$ cat src/rtl/mem_arbiter_if.sv
// -----------------------------------------------------------------------------
// mem_arbiter_if
// Bundles every signal between the two requesters, the arbiter and the
// single-port memory.
//   slave  : arbiter side (takes requests and mem_ready/mem_read_data,
//            drives completions and the memory command bus)
//   master : environment side (requesters plus memory)
// Signals:
//   req0/req1, we0/we1, addr0/addr1, wdata0/wdata1 : requester commands
//   done0/done1, err0/err1, rdata0/rdata1          : per-port completions
//   busy, grant_id                                 : arbiter status
//   mem_addr, mem_write_data, mem_read, mem_write  : memory command
//   mem_ready, mem_read_data                       : memory response
// -----------------------------------------------------------------------------
interface mem_arbiter_if #(
   parameter int XLEN = 32
) ();
   logic            req0;
   logic            req1;
   logic            we0;
   logic            we1;
   logic [XLEN-1:0] addr0;
   logic [XLEN-1:0] addr1;
   logic [XLEN-1:0] wdata0;
   logic [XLEN-1:0] wdata1;
   logic            done0;
   logic            done1;
   logic            err0;
   logic            err1;
   logic [XLEN-1:0] rdata0;
   logic [XLEN-1:0] rdata1;
   logic            busy;
   logic            grant_id;
   logic [XLEN-1:0] mem_addr;
   logic [XLEN-1:0] mem_write_data;
   logic            mem_read;
   logic            mem_write;
   logic            mem_ready;
   logic [XLEN-1:0] mem_read_data;

   modport slave (
      input  req0, req1, we0, we1, addr0, addr1, wdata0, wdata1,
      input  mem_ready, mem_read_data,
      output done0, done1, err0, err1, rdata0, rdata1, busy, grant_id,
      output mem_addr, mem_write_data, mem_read, mem_write
   );

   modport master (
      output req0, req1, we0, we1, addr0, addr1, wdata0, wdata1,
      output mem_ready, mem_read_data,
      input  done0, done1, err0, err1, rdata0, rdata1, busy, grant_id,
      input  mem_addr, mem_write_data, mem_read, mem_write
   );
endinterface

$ cat src/rtl/mem_arbiter.sv
// -----------------------------------------------------------------------------
// mem_arbiter
// Round-robin arbiter and access sequencer placing two requesters (port 0:
// instruction fetch, port 1: load/store) in front of one single-port memory.
// Each access runs IDLE -> ISSUE -> WAIT -> DONE; WAIT is bounded by TIMEOUT
// cycles so a memory that never answers still produces a completion (err=1).
// Ports:
//   clk   : clock, all state on rising edge
//   rst_n : asynchronous active-low reset
//   bus   : mem_arbiter_if.slave (requests, completions, memory bus)
// Every output is a flop; next values are derived from the next state so no
// input reaches an output combinationally.
// -----------------------------------------------------------------------------
module mem_arbiter #(
   parameter int XLEN    = 32,
   parameter int TIMEOUT = 15
) (
   input logic          clk,
   input logic          rst_n,
   mem_arbiter_if.slave bus
);

   localparam int CW = $clog2(TIMEOUT + 1);
   localparam logic [CW-1:0] CNT_MAX  = CW'(TIMEOUT);
   localparam logic [CW-1:0] CNT_ONE  = CW'(1);
   localparam logic [CW-1:0] CNT_ZERO = CW'(0);

   typedef enum logic [1:0] {
      ST_IDLE  = 2'd0,
      ST_ISSUE = 2'd1,
      ST_WAIT  = 2'd2,
      ST_DONE  = 2'd3
   } state_t;

   state_t          state_q,  state_d;
   logic            prio_q,   prio_d;
   logic            we_q,     we_d;
   logic            grant_q,  grant_d;
   logic [CW-1:0]   cnt_q,    cnt_d;
   logic [XLEN-1:0] addr_q,   addr_d;
   logic [XLEN-1:0] wdata_q,  wdata_d;
   logic [XLEN-1:0] rdata0_q, rdata0_d;
   logic [XLEN-1:0] rdata1_q, rdata1_d;
   logic            done0_q,  done0_d;
   logic            done1_q,  done1_d;
   logic            err0_q,   err0_d;
   logic            err1_q,   err1_d;
   logic            mrd_q,    mrd_d;
   logic            mwr_q,    mwr_d;
   logic            busy_q,   busy_d;

   logic            win_s;
   logic            tout_s;
   logic [CW-1:0]   cnt_inc_s;

   // Next-state, arbitration, timeout and next-output decode
   always_comb begin
      state_d  = state_q;
      prio_d   = prio_q;
      we_d     = we_q;
      grant_d  = grant_q;
      cnt_d    = cnt_q;
      addr_d   = addr_q;
      wdata_d  = wdata_q;
      rdata0_d = rdata0_q;
      rdata1_d = rdata1_q;
      win_s    = 1'b0;
      tout_s   = 1'b0;
      // saturating increment: the counter may never wrap back to zero
      cnt_inc_s = (cnt_q == CNT_MAX) ? cnt_q : (cnt_q + CNT_ONE);

      case (state_q)
         ST_IDLE: begin
            if (bus.req0 || bus.req1) begin
               // a lone requester wins outright; on contention prio decides
               if (bus.req0 && bus.req1) begin
                  win_s = prio_q;
               end else begin
                  win_s = bus.req1;
               end
               grant_d = win_s;
               prio_d  = ~win_s;
               if (win_s) begin
                  we_d    = bus.we1;
                  addr_d  = bus.addr1;
                  wdata_d = bus.wdata1;
               end else begin
                  we_d    = bus.we0;
                  addr_d  = bus.addr0;
                  wdata_d = bus.wdata0;
               end
               state_d = ST_ISSUE;
            end else begin
               state_d = ST_IDLE;
            end
         end
         ST_ISSUE: begin
            cnt_d   = CNT_ZERO;
            state_d = ST_WAIT;
         end
         ST_WAIT: begin
            if (bus.mem_ready) begin
               if (!we_q) begin
                  if (grant_q) begin
                     rdata1_d = bus.mem_read_data;
                  end else begin
                     rdata0_d = bus.mem_read_data;
                  end
               end else begin
                  rdata0_d = rdata0_q;
               end
               state_d = ST_DONE;
            end else begin
               cnt_d = cnt_inc_s;
               // TIMEOUT silent WAIT cycles end the access with an error
               if (cnt_inc_s == CNT_MAX) begin
                  tout_s  = 1'b1;
                  state_d = ST_DONE;
               end else begin
                  state_d = ST_WAIT;
               end
            end
         end
         ST_DONE: begin
            state_d = ST_IDLE;
         end
         default: begin
            state_d = ST_IDLE;
         end
      endcase

      // outputs for the coming cycle follow directly from the coming state
      busy_d  = (state_d != ST_IDLE);
      mrd_d   = (state_d == ST_ISSUE) && !we_d;
      mwr_d   = (state_d == ST_ISSUE) &&  we_d;
      done0_d = (state_d == ST_DONE) && !grant_d;
      done1_d = (state_d == ST_DONE) &&  grant_d;
      err0_d  = done0_d && tout_s;
      err1_d  = done1_d && tout_s;
   end

   // State and output registers; reset drops any in-flight access silently
   always_ff @(posedge clk or negedge rst_n) begin
      if (!rst_n) begin
         state_q  <= ST_IDLE;
         prio_q   <= 1'b0;
         we_q     <= 1'b0;
         grant_q  <= 1'b0;
         cnt_q    <= CNT_ZERO;
         addr_q   <= {XLEN{1'b0}};
         wdata_q  <= {XLEN{1'b0}};
         rdata0_q <= {XLEN{1'b0}};
         rdata1_q <= {XLEN{1'b0}};
         done0_q  <= 1'b0;
         done1_q  <= 1'b0;
         err0_q   <= 1'b0;
         err1_q   <= 1'b0;
         mrd_q    <= 1'b0;
         mwr_q    <= 1'b0;
         busy_q   <= 1'b0;
      end else begin
         state_q  <= state_d;
         prio_q   <= prio_d;
         we_q     <= we_d;
         grant_q  <= grant_d;
         cnt_q    <= cnt_d;
         addr_q   <= addr_d;
         wdata_q  <= wdata_d;
         rdata0_q <= rdata0_d;
         rdata1_q <= rdata1_d;
         done0_q  <= done0_d;
         done1_q  <= done1_d;
         err0_q   <= err0_d;
         err1_q   <= err1_d;
         mrd_q    <= mrd_d;
         mwr_q    <= mwr_d;
         busy_q   <= busy_d;
      end
   end

   assign bus.done0          = done0_q;
   assign bus.done1          = done1_q;
   assign bus.err0           = err0_q;
   assign bus.err1           = err1_q;
   assign bus.rdata0         = rdata0_q;
   assign bus.rdata1         = rdata1_q;
   assign bus.busy           = busy_q;
   assign bus.grant_id       = grant_q;
   assign bus.mem_addr       = addr_q;
   assign bus.mem_write_data = wdata_q;
   assign bus.mem_read       = mrd_q;
   assign bus.mem_write      = mwr_q;

endmodule

$ cat src/flat_wrapper.sv
// flat-port wrapper written by rule: the top's interface ports become plain ports
module mem_arbiter_flat 
#(
   parameter int XLEN    = 32,
   parameter int TIMEOUT = 15
)
  (clk, rst_n, bus_req0, bus_req1, bus_we0, bus_we1, bus_addr0, bus_addr1, bus_wdata0, bus_wdata1, bus_mem_ready, bus_mem_read_data, bus_done0, bus_done1, bus_err0, bus_err1, bus_rdata0, bus_rdata1, bus_busy, bus_grant_id, bus_mem_addr, bus_mem_write_data, bus_mem_read, bus_mem_write);
  mem_arbiter_if #(.XLEN(XLEN)) bus_i ();
  input logic clk;
  input logic rst_n;
  input wire logic [$bits(bus_i.req0)-1:0] bus_req0;
  input wire logic [$bits(bus_i.req1)-1:0] bus_req1;
  input wire logic [$bits(bus_i.we0)-1:0] bus_we0;
  input wire logic [$bits(bus_i.we1)-1:0] bus_we1;
  input wire logic [$bits(bus_i.addr0)-1:0] bus_addr0;
  input wire logic [$bits(bus_i.addr1)-1:0] bus_addr1;
  input wire logic [$bits(bus_i.wdata0)-1:0] bus_wdata0;
  input wire logic [$bits(bus_i.wdata1)-1:0] bus_wdata1;
  input wire logic [$bits(bus_i.mem_ready)-1:0] bus_mem_ready;
  input wire logic [$bits(bus_i.mem_read_data)-1:0] bus_mem_read_data;
  output wire logic [$bits(bus_i.done0)-1:0] bus_done0;
  output wire logic [$bits(bus_i.done1)-1:0] bus_done1;
  output wire logic [$bits(bus_i.err0)-1:0] bus_err0;
  output wire logic [$bits(bus_i.err1)-1:0] bus_err1;
  output wire logic [$bits(bus_i.rdata0)-1:0] bus_rdata0;
  output wire logic [$bits(bus_i.rdata1)-1:0] bus_rdata1;
  output wire logic [$bits(bus_i.busy)-1:0] bus_busy;
  output wire logic [$bits(bus_i.grant_id)-1:0] bus_grant_id;
  output wire logic [$bits(bus_i.mem_addr)-1:0] bus_mem_addr;
  output wire logic [$bits(bus_i.mem_write_data)-1:0] bus_mem_write_data;
  output wire logic [$bits(bus_i.mem_read)-1:0] bus_mem_read;
  output wire logic [$bits(bus_i.mem_write)-1:0] bus_mem_write;
  assign bus_i.req0 = bus_req0;
  assign bus_i.req1 = bus_req1;
  assign bus_i.we0 = bus_we0;
  assign bus_i.we1 = bus_we1;
  assign bus_i.addr0 = bus_addr0;
  assign bus_i.addr1 = bus_addr1;
  assign bus_i.wdata0 = bus_wdata0;
  assign bus_i.wdata1 = bus_wdata1;
  assign bus_i.mem_ready = bus_mem_ready;
  assign bus_i.mem_read_data = bus_mem_read_data;
  assign bus_done0 = bus_i.done0;
  assign bus_done1 = bus_i.done1;
  assign bus_err0 = bus_i.err0;
  assign bus_err1 = bus_i.err1;
  assign bus_rdata0 = bus_i.rdata0;
  assign bus_rdata1 = bus_i.rdata1;
  assign bus_busy = bus_i.busy;
  assign bus_grant_id = bus_i.grant_id;
  assign bus_mem_addr = bus_i.mem_addr;
  assign bus_mem_write_data = bus_i.mem_write_data;
  assign bus_mem_read = bus_i.mem_read;
  assign bus_mem_write = bus_i.mem_write;
  mem_arbiter #(.XLEN(XLEN), .TIMEOUT(TIMEOUT)) u_core (.clk(clk), .rst_n(rst_n), .bus(bus_i));
endmodule
$ cat config.mk
export PLATFORM = sky130hd
export DESIGN_NAME = mem_arbiter_flat
export DESIGN_NICKNAME = d
export VERILOG_FILES = /design/src/rtl/mem_arbiter_if.sv /design/src/rtl/mem_arbiter.sv /design/src/flat_wrapper.sv
export SDC_FILE = /design/constraint.sdc
export NUM_CORES = 1
export LEC_CHECK = 0
export CAP_MARGIN = 20
export CORE_ASPECT_RATIO = 1.1
export CORE_MARGIN = 2
export CORE_UTILIZATION = 30
export CTS_CLUSTER_SIZE = 10
export DETAILED_ROUTE_END_ITERATION = 7
export DONT_BUFFER_PORTS = 1
export PLACE_DENSITY = 0.46
export REMOVE_ABC_BUFFERS = 1
export SLEW_MARGIN = 20
export SYNTH_ARGS = -nofsm -noshare
export SYNTH_HDL_FRONTEND = slang
export SYNTH_SLANG_ARGS = --single-unit
export TNS_END_PERCENT = 5
$ cat constraint.sdc
create_clock -name clk -period 2.9 [get_ports clk]
set_input_delay 0.58 -clock clk [delete_from_list [all_inputs] [get_ports clk]]
set_output_delay 0.58 -clock clk [all_outputs]
set_load 0.02 [all_outputs]
# [Word level (Yosys, flattened, before mapping)]
# Cells that the tools add are included.
[op_classes] n_reduce_logical=17 addsub=1 eq_ne=8 muxes=20 bitwise=3
[op_table] operator="$mux 32" count=2
[op_table] operator="$mux 1" count=13
[op_table] operator="$eq 4x4->1 const B" count=2
[op_table] operator="$mux 4" count=2
[op_table] operator="$pmux 2 s4" count=1
[op_table] operator="$pmux 4 s2" count=1
[op_table] operator="$reduce_and 4->1" count=2
[op_table] operator="$logic_and 1x1->1" count=7
[op_table] operator="$eq 2x2->1 const B" count=3
[op_table] operator="$add 4x1->4 const B" count=1
[op_table] operator="$eq 2x1->1 const B" count=2
[op_table] operator="$reduce_and 2->1" count=2
[op_table] operator="$reduce_bool 2->1" count=2
[op_table] operator="$not 1->1" count=3
[op_table] operator="$logic_not 1->1" count=2
[op_table] operator="$logic_not 2->1" count=1
[op_table] operator="$mux 2" count=1
[op_table] operator="$ne 2x2->1 const B" count=1
[op_table] operator="$logic_or 1x1->1" count=1
[word_totals] input_bits=167 output_inout_bits=136 register_bits=144

# [Logic depth before layout (Yosys ltp)]
[logic_depth] word_depth=9 depth_mapped=8

# [Worst setup path after synthesis]
# OpenSTA, ideal clock, no wires.
[synth_path] path_kind="reg2reg" from="reg u_core.state_q[0]" to="reg u_core.rdata0_q[0], in the netlist u_core.bus.rdata0[0]" setup_slack_ns=1.259 synth_period_minus_slack_ns=1.641 n_path_buf=1 required_time_ns=2.772 setup_time_ns=0.128 path_stages_with_launch=7 t_arrival_ns=1.513 path_cell_list="dfrtp_1 -> inv_1 -> ha_1 -> nand2_1 -> nor3_2 -> buf_4 -> mux2_1"
[synth_between] elab_chain_len=2
[synth_rtl] item="start: declaration" line_no="mem_arbiter.sv:35" rtl="state_t state_q, state_d;"
[synth_rtl] item="start signal: assignment" line_no="mem_arbiter.sv:162" rtl="state_q <= state_d;"
[synth_rtl] item="$eq 2x2->1" line_no="mem_arbiter.sv:72" rtl="case (state_q)"
[synth_rtl] item="$reduce_and 4->1 (no line)"
[synth_rtl] item="end signal: assignment" line_no="mem_arbiter.sv:152" rtl="rdata0_q <= {XLEN{1'b0}};"
[synth_rtl] item="end signal: assignment" line_no="mem_arbiter.sv:169" rtl="rdata0_q <= rdata0_d;"
[synth_rtl] item="end: declaration" line_no="mem_arbiter.sv:42" rtl="logic [XLEN-1:0] rdata0_q, rdata0_d;"
# No other way between the ends.
# A chain may end at the register's enable or synchronous reset.

# [Final worst setup path]
[layout_path] from="reg u_core.state_q[0]" to="reg u_core.rdata0_q[9], in the netlist u_core.bus.rdata0[9]"
# Same word-level chain as after synthesis.

==> flow_metrics.py <==
metrics = {
    "placement": {
        "dp.cells": 715,
        "place.gp.congestion": 0.7304,
        "numPortBuffers": 0,
        "dpl.hpwl_um": 10470,
        "pre_cts_ws_ns": 1.006,
    },
    "sta": {
        "rsz0062_at_grt": "no",
        "min_period_over_period": 0.6506,
        "min_period_ns": 1.887,
        "fmax_mhz": 530.0,
        "fin_ws_ns": 1.013,
        "maxSlewViolCount": 0,
        "hold_viol_final": 144,
        "relSlewSlack": 0.6000,
        "skew_ns": 0.01294,
        "holdWs_ns": -0.1405,
        "setup_viol": 0,
        "tightest_slew_ns": 0.5977,
    },
    "clocking": {
        "clkTransAtPathRegs_ns": 0.06,
        "cts_buffers": 17,
        "cts_tree": "built",
        "clkSinkCount": 144,
        "insertion_delay_ns": 0.42,
        "root_buffer": "clkbuf_16",
        "cts_setup_buffers": 0,
        "cts_resized": 0,
        "clk_path_buf_depth": 2,
        "htree_levels": 4,
    },
    "floorplanning": {
        "coreArea_mm2": 0.01986,
        "fp.dieW_um": 140.0,
        "die_area_mm2": 0.02149,
        "die_h_um": 153.6,
        "io_pins": 303,
        "num_rows": 54,
        "initial_core_util": 0.3071,
    },
    "power_and_ir_drop": {
        "p_clk_frac": 0.258,
        "swShare": 0.4140,
        "ir_drop_v": 0.0004803,
        "cellPowerDensity_mw_per_mm2": 1276,
        "pwr-share-seq": 0.548,
        "p_sw_mw": 3.663,
        "power_leakage_nw": 3.238,
        "comb_power_share": 0.194,
        "intPower_mw": 5.184,
    },
    "logic_synthesis": {
        "synthFlopType": "dfrtp_1",
        "netlist_top_cells_count": "144 x dfrtp_1, 70 x nand2_1, 64 x mux2i_1, 42 x o21ai_0",
        "synth_top_area_frac": 0.5908,
        "ys_seq_elements": 144,
        "ys_seq_area_frac": 0.5908,
        "ys_warn_count": 0,
        "yosysMostFrequentCell": "dfrtp_1",
        "synth-edff-count": 0,
        "syn_area_mm2": 0.006100,
        "syn_avg_cell_area_um2": 12.55,
        "async_flop_share": 1.000,
        "ys_top_cells_by_area": "dfrtp_1 59%, mux2i_1 11%, mux2_1 5.9%",
        "yosys.area.top_type": "dfrtp_1",
        "synth_cells": 486,
        "yosysUniqueCellTypes": 37,
    },
    "layout": {
        "nNetsFinal": 654,
        "fin_cells": 747,
        "nFillCells": 1949,
        "area_growth_pct": 13.66,
        "multi_input_area_mm2": 0.002317,
        "drive_above_1_share": 0.1556,
        "num_antenna_cells": 0,
        "regArea_mm2": 0.003603,
    },
    "routing": {
        "wirelength_um": 14370,
        "ant_nets": 0,
        "drc_errors": 0,
        "drt_iter0_markers": 81,
        "dr.pass1.iters": 4,
        "vias": 3621,
        "viasPerCell": 4.847,
        "wl_per_cell_um": 19.24,
    },
    "critical_path": {
        "start_kind": "register",
        "critPathKind": "register to register",
        "worstPathRequired_ns": 3.18,
        "end_kind": "register",
        "cp_data_arrival_time_ns": 2.17,
        "crit_fanout": 32,
    },
    "run": {
        "maxCapViolCount": 0,
    },
    "global_routing": {
        "grt_pass1_vias": 3797,
        "globalRouteMet3Util": 0.08097,
        "grt.met2_usage": 0.2167,
        "grt_most_used_layer": "met2",
        "grt_max_degree": 145,
        "grtUsageMet1": 0.1455,
        "grt_usage": 0.1342,
        "grt_pass1_wl_um": 22340,
        "overflow": 0,
        "antenna_found_initial": 1,
    },
    "outcome": {
        "violations": "negative hold slack",
        "outcome": "finished with violations",
    },
    "worst_hold_path": {
        "hold_path_class": "input pin to asynchronous set/reset pin",
    },
}
==> registers in the layout, summed over array words and instances (netlist names) <==
signal	flops
u_core.bus.err1	1
u_core.bus.done0	1
u_core.state_q	2
u_core.prio_q	1
u_core.bus.busy	1
u_core.bus.done1	1
u_core.bus.err0	1
u_core.bus.grant_id	1
u_core.we_q	1
u_core.bus.rdata0	32
u_core.bus.mem_addr	32
u_core.bus.mem_write	1
u_core.bus.rdata1	32
u_core.bus.mem_read	1
u_core.bus.mem_write_data	32
u_core.cnt_q	4
==> cell type report <==
class / instances / share of cell area
flip-flops and latches: 144 / 0.5198
well taps: 252 / 0.04548
clock inverters: 14 / 0.02599
repair buffers: 4 / 0.007941
clock buffers: 18 / 0.06335
multi-input cells: 309 / 0.3342
inverters: 6 / 0.003249
==> critical path, stage by stage (launching register included) <==
cell and delay [ns]:
dfrtp_1 0.38, inv_1 0.10, ha_1 0.24, nand2_1 0.11
nor3_4 0.10, buf_4 0.42, mux2_1 0.38
==> kinds of logic (layout without fill, tap and decap cells) <==
| logic type | after synthesis | count (layout) | share of synthesized area |
|---|---|---|---|
| AO/OA/AOI/OAI | 77 | 77 | 0.06913 |
| XOR/XNOR | 1 | 1 | 0.001436 |
| adder cells (fa/ha/maj) | 5 | 5 | 0.01026 |
| buffers and inverters | 33 | 42 | 0.03220 |
| flip-flops | 144 | 144 | 0.5908 |
| multiplexers | 128 | 128 | 0.2232 |
| AND/OR/NAND/NOR | 98 | 98 | 0.07302 |
==> placed cells by master, fill, tap and decap left out, drive strengths merged, types with 2 or more instances in the layout <==
cell type,instances
clkbuf,18
o21ai,66
inv,10
o22ai,2
nand2b,4
bufinv,3
nand4,3
dfrtp,144
nor2,4
ha,5
nand2,71
nand3,4
mux2i,64
a21oi,3
clkinv,6
mux2,64
nor2b,2
and3,2
nor3,4
a211oi,2
buf,4
==> stage by stage <==
| step | cell area, um^2 | util | TNS [ns] | power [mW] |
|---|---|---|---|---|
| floorplan | 5926 | - | -131.64 | 6.067 |
| global placement | 6314 | 0.3178 | 0 | 6.567 |
| detailed placement | 6314 | 0.3178 | 0 | 6.661 |
| CTS | 6933 | 0.3490 | 0 | 8.983 |
| global route | 6933 | 0.3490 | 0 | 9.418 |
| finish | 6933 | 0.3490 | 0 | 8.847 |
==> final timing paths <==
path | startpoint | slack (ns) | endpoint | cells after the start
min in group clk | bus_req1 | 0.26 | u_core.prio_q | 1
min reg2reg | u_core.prio_q | 0.49 | u_core.prio_q | 1
max in group asynchronous | rst_n | 2.88 | u_core.bus.mem_write_data[24] | 0
min | rst_n | -0.14 | u_core.bus.rdata1[0] | 0
max reg2reg | u_core.state_q[0] | 1.01 | u_core.bus.rdata0[9] | 6
max | u_core.state_q[0] | 1.01 | u_core.bus.rdata0[9] | 6
==> power groups by stage <==
stage	clock network [mW]	registers (mW)	logic (mW)
after floorplan	0	4.61	1.46
after global placement	0	4.92	1.65
after detailed placement	0	4.89	1.77
after CTS	2.35	4.88	1.75
after global routing	2.45	4.99	1.98
final	2.28	4.85	1.71
==> routing by layer <==
layer / routed length, um / part of all wire
met4: 202 / 0.014
met2: 6792 / 0.47
met3: 2104 / 0.15
met1: 5262 / 0.37
met5: 11 / 0.00077
Power figures use the tool's default switching activity.
